## src/rtl/cordic_pipe.sv

```systemverilog
// Fully pipelined rotation-mode CORDIC: angle FIFO in, cos/sin FIFOs out.
// Quadrant pre-rotation covers [-pi, pi]; the whole pipe stalls on output backpressure.
module cordic_pipe #(
    parameter int DATA_WIDTH = 16,
    parameter int NUM_STAGES = 16,
    parameter int GUARD_BITS = 2
) (
    input  logic                  clock,
    input  logic                  reset,
    output logic                  rd_en,
    input  logic [DATA_WIDTH-1:0] data_in,
    input  logic                  empty,
    output logic                  cos_wr_en,
    input  logic                  cos_full,
    output logic [DATA_WIDTH-1:0] cos_data_out,
    output logic                  sin_wr_en,
    input  logic                  sin_full,
    output logic [DATA_WIDTH-1:0] sin_data_out,
    output logic                  busy
);
    localparam int W  = DATA_WIDTH;
    localparam int N  = NUM_STAGES;
    localparam int G  = GUARD_BITS;
    localparam int IW = W + G + 1;
    localparam real PI_R = 3.14159265358979323846;

    localparam logic signed [IW-1:0] PI_Z   = IW'($rtoi(PI_R * (2.0 ** (W - 3)) + 0.5));
    localparam logic signed [IW-1:0] HALF_Z = IW'($rtoi(PI_R / 2.0 * (2.0 ** (W - 3)) + 0.5));
    localparam logic signed [IW-1:0] X_INIT = IW'($rtoi(0.6072529350 * (2.0 ** (W - 2 + G)) + 0.5));
    localparam logic signed [IW:0]   RND    = (IW + 1)'((2 ** G) / 2);
    localparam logic signed [IW:0]   MAXV   = {{(IW - W + 2){1'b0}}, {(W - 1){1'b1}}};
    localparam logic signed [IW:0]   MINV   = -MAXV;

    function automatic logic [N*IW-1:0] atan_table();
        logic [N*IW-1:0] t;
        t = '0;
        for (int unsigned i = 0; i < N; i++)
            t[i*IW +: IW] = IW'($rtoi($atan(1.0 / (2.0 ** i)) * (2.0 ** (W - 3 + G)) + 0.5));
        return t;
    endfunction

    localparam logic [N*IW-1:0] ATAN = atan_table();

    // Drop the guard bits with round-to-nearest, then clamp to the symmetric output range.
    function automatic logic [W-1:0] sat_round(input logic signed [IW:0] v);
        logic signed [IW:0] t;
        t = (v + RND) >>> G;
        if (t > MAXV) return MAXV[W-1:0];
        if (t < MINV) return MINV[W-1:0];
        return t[W-1:0];
    endfunction

    logic signed [IW-1:0] x_r [0:N];
    logic signed [IW-1:0] y_r [0:N];
    logic signed [IW-1:0] z_r [0:N];
    logic signed [IW-1:0] x_n [1:N];
    logic signed [IW-1:0] y_n [1:N];
    logic signed [IW-1:0] z_n [1:N];
    logic [N:0]           neg_r;
    logic [N:0]           v_r;
    logic                 in_pending;
    logic                 adv;
    logic                 wr;
    logic signed [IW-1:0] z_in;
    logic signed [IW-1:0] z_adj;
    logic signed [IW-1:0] z_p;
    logic                 neg_p;
    logic signed [IW:0]   cx;
    logic signed [IW:0]   sy;

    assign adv   = !(v_r[N] && (cos_full || sin_full));
    assign rd_en = !reset && !empty && adv;
    assign wr    = !reset && v_r[N] && !cos_full && !sin_full;
    assign busy  = !reset && (in_pending || (|v_r));

    always_comb begin
        z_in  = {{(IW - W){data_in[W-1]}}, data_in};
        z_adj = z_in;
        neg_p = 1'b0;
        if (z_in > HALF_Z) begin
            z_adj = z_in - PI_Z;
            neg_p = 1'b1;
        end else if (z_in < -HALF_Z) begin
            z_adj = z_in + PI_Z;
            neg_p = 1'b1;
        end
        z_p = z_adj <<< G;
    end

    always_comb begin
        for (int unsigned i = 0; i < N; i++) begin
            if (!z_r[i][IW-1]) begin
                x_n[i+1] = x_r[i] - (y_r[i] >>> i);
                y_n[i+1] = y_r[i] + (x_r[i] >>> i);
                z_n[i+1] = z_r[i] - signed'(ATAN[i*IW +: IW]);
            end else begin
                x_n[i+1] = x_r[i] + (y_r[i] >>> i);
                y_n[i+1] = y_r[i] - (x_r[i] >>> i);
                z_n[i+1] = z_r[i] + signed'(ATAN[i*IW +: IW]);
            end
        end
    end

    always_ff @(posedge clock) begin
        if (reset) begin
            v_r        <= '0;
            in_pending <= 1'b0;
        end else if (adv) begin
            in_pending <= rd_en;
            v_r        <= {v_r[N-1:0], in_pending};
            neg_r      <= {neg_r[N-1:0], neg_p};
            x_r[0]     <= X_INIT;
            y_r[0]     <= '0;
            z_r[0]     <= z_p;
            for (int unsigned i = 1; i <= N; i++) begin
                x_r[i] <= x_n[i];
                y_r[i] <= y_n[i];
                z_r[i] <= z_n[i];
            end
        end
    end

    always_comb begin
        cx = {x_r[N][IW-1], x_r[N]};
        sy = {y_r[N][IW-1], y_r[N]};
        if (neg_r[N]) begin
            cx = -cx;
            sy = -sy;
        end
        cos_wr_en    = wr;
        sin_wr_en    = wr;
        cos_data_out = wr ? sat_round(cx) : '0;
        sin_data_out = wr ? sat_round(sy) : '0;
    end
endmodule

```

## config.mk

```make
export PLATFORM = sky130hd
export DESIGN_NAME = cordic_pipe
export DESIGN_NICKNAME = d
export VERILOG_FILES = /design/src/rtl/cordic_pipe.sv
export SDC_FILE = /design/constraint.sdc
export NUM_CORES = 2
export LEC_CHECK = 0
export ABC_AREA = 1
export BUFFER_PORTS_ARGS = -buffer_cell sky130_fd_sc_hd__buf_2
export CAP_MARGIN = 0
export CORE_ASPECT_RATIO = 1.25
export CORE_MARGIN = 2
export CORE_UTILIZATION = 50
export DETAILED_ROUTE_END_ITERATION = 8
export PLACE_DENSITY = 0.65
export SKIP_LAST_GASP = 1
export SLEW_MARGIN = 20
export SYNTH_ARGS = -nofsm -noshare
export SYNTH_HDL_FRONTEND = slang
export SYNTH_SLANG_ARGS = --single-unit
```

## constraint.sdc

```tcl
create_clock -name clock -period 44.1 [get_ports clock]
set_input_delay 2.205 -clock clock [delete_from_list [all_inputs] [get_ports clock]]
set_output_delay 2.205 -clock clock [all_outputs]
set_load 0.05 [all_outputs]
```

==> impl_metrics.json <==
{
  "postLayoutCellArea_um2": 72700,
  "grt_util_all_layers_pct": 21.9,
  "synth_top_area_share_pct": 38.1,
  "critPathKind": "primary input to flop",
  "tightest_slew_ps": 1030,
  "crit_buf_inv": 6,
  "routedWlPerCell_um": 15.8,
  "netlist.top_cell.by_area": "edfxtp_1",
  "grt_max_degree": 176,
  "crit_path_max_fanout": 175,
  "most-common-layout-cells": "nand2_1 (1461), edfxtp_1 (853), inv_1 (809)",
  "totalWireLength_um": 151000,
  "htreeDepth": 3,
  "postSynthCellCount": 7602,
  "ys_top_cells_by_area": "edfxtp_1 (38%), ha_1 (14%), xor2_1 (8.4%)",
  "initialDrtViolationCount": 2964,
  "cpLargestDelayFamily": "buffers and inverters",
  "cts_tree": "yes",
  "ys_seq_area_share_pct": 38.7,
  "cap_violations": 0,
  "cp_cell_sequence": "buf_2, nor2_1, nor2_2, nor2_4, buf_4, buf_4, buf_12, buf_4, buf_6",
  "critPathMaxStageDelay_ps": 870,
  "overflow": 0,
  "gp_congestion": 0.936,
  "relSlewSlack_pct": 31.3,
  "cp-start-kind": "primary input",
  "async_flop_share_pct": 0,
  "ctsHoldBuffers": 0,
  "synth.ff_latch_count": 871,
  "fin_worst_skew_ps": 46.8,
  "die_area_um2": 137000,
  "coreArea_um2": 133000,
  "rows": 150,
  "fin_nets": 8557,
  "setup_viol": 0,
  "cpMostUsedCell": "buf_4",
  "setup_tns_ps": 0,
  "syn_avg_cell_area_um2": 8.83,
  "rsz0062_at_grt": "false",
  "fin_crit_ps": 6390,
  "synth-main-ff-cell": "edfxtp_1",
  "slowest_stage": "buf_4",
  "crit_required_ps": 44460,
  "max_freq_mhz": 156,
  "post-dp-hpwl_um": 120000,
  "port_buffers": 56,
  "multi_input_area_um2": 37800,
  "syn_area_um2": 67100,
  "layout_commonest_cell": "nand2_1",
  "initial_core_util_pct": 50.3,
  "firstDrtPassIters": 5,
  "ctsResizeCount": 0,
  "place_area_um2": 69500,
  "drive_gt1_share_pct": 4.22,
  "cts.clk_slew.worst_paths_ps": 60,
  "cts_buffers": 95,
  "fp.dieW_um": 332,
  "synth_edf_count": 853,
  "grt_pass1_wl_um": 247000,
  "clockBufferDepth": 3,
  "diodes": 0,
  "ioPinCount": 57,
  "grt_pass1_vias": 50700,
  "fin_crit_sh_pct": 14.5,
  "via_per_inst": 5.39,
  "n_fill_cell": 12100,
  "hold_viol": 0,
  "ff_latch_area_um2": 26000,
  "endpoint_kind": "flop",
  "postRouteAntennaNets": 0,
  "die_h_um": 414,
  "antenna_found_initial": 0,
  "post_cts_buffers": 0,
  "drv_slew": 0,
  "yosysWarnings": 0,
  "hold_class": "flop to flop",
  "status": "completed",
  "worstSkewPairLatency_ps": 730,
  "cts_root_buf": "clkbuf_16",
  "drc_errors": 0,
  "vias": 51400,
  "areaGrowthSynthToFinish_pct": 8.27,
  "synth_cell_types": 61,
  "worstPathArrival_ps": 6750,
  "clkSinkCount": 871
}
-- logic make-up (layout without fill, tap and decap cells) --
logic type	Yosys count	in the layout	share of synthesized area, %
simple gates	2666	2666	16.5
xor+xnor	904	904	11.8
buf+inv	891	1083	5.11
other cells	2	4	0.0112
fa+ha+maj	820	820	15.8
flops	871	871	38.7
compound gates	1448	1448	12.1
-- path summary, 6_finish.rpt --
check	cells after the start	end	slack, ps	from
hold reg to reg	0	z_r[0][231]	410	z_r[0][212]
hold / removal	0	z_r[0][231]	410	z_r[0][212]
setup / recovery	9	z_r[0][3]	37710	cos_full
setup reg to reg	8	z_r[0][3]	39130	v_r[16]
-- cell usage after synthesis (11+ instances only) --
master	instances
a31oi_1	105
a21o_1	39
nand2_2	25
nand4_1	55
inv_2	14
a21oi_1	688
inv_1	809
nand3b_1	11
o21ai_0	382
a21boi_0	36
fa_1	43
a21oi_2	21
dfxtp_1	18
ha_1	777
o211ai_1	35
xnor2_1	259
nand2_1	1461
nor4_1	13
xor2_1	643
clkbuf_1	49
o31ai_1	50
nand3_1	313
nor3_1	144
or2_2	23
a211oi_1	12
o21bai_1	40
nor2_1	573
edfxtp_1	853
nor3b_1	24
-- routing by layer --
layer / wire, um / vias up / global-route usage [%]
li1: - / 26400 / -
met1: 62300 / 23900 / 24.8
met5: 0 / - / 0
met3: 4820 / 287 / 2.13
met2: 77300 / 850 / 41.6
met4: 6380 / 0 / 9.76
-- registers in the layout, summed over array words and instances, names as in the netlist --
signal,cells
z_r,269
neg_r,17
v_r,17
y_r,284
in_pending,1
x_r,283
-- worst reg2reg max path, stage by stage, from the launching register on --
cell and delay (ps):
dfxtp_1 320, inv_1 60, nor2_2 130, nor2_4 100, buf_4 570, buf_4 940, buf_12 760, buf_4 950
buf_6 760
-- cell type report --
class	count	area share, %
repair buffers	77	0.642
multi-input cells	5842	51.9
clock inverters	73	1.06
flip-flops and latches	871	35.7
inverters	829	4.28
well taps	1748	3.01
clock buffers	104	3.35
-- stage by stage --
step                      util [%]  hold slack, ps  setup slack [ps]  std cells
final                         54.5             413             37710       9544
after CTS                     54.5             415             37320       9544
after detailed placement      52.1             405             36530       9367
after global placement        52.1             400             36600       9367
after floorplan                  -             400              4190       7604
after global routing          54.5             417             37330       9544
Power is left out: the tool's default activity adds up to more than one toggle a clock period on the data nets, which glitch-free logic cannot reach.
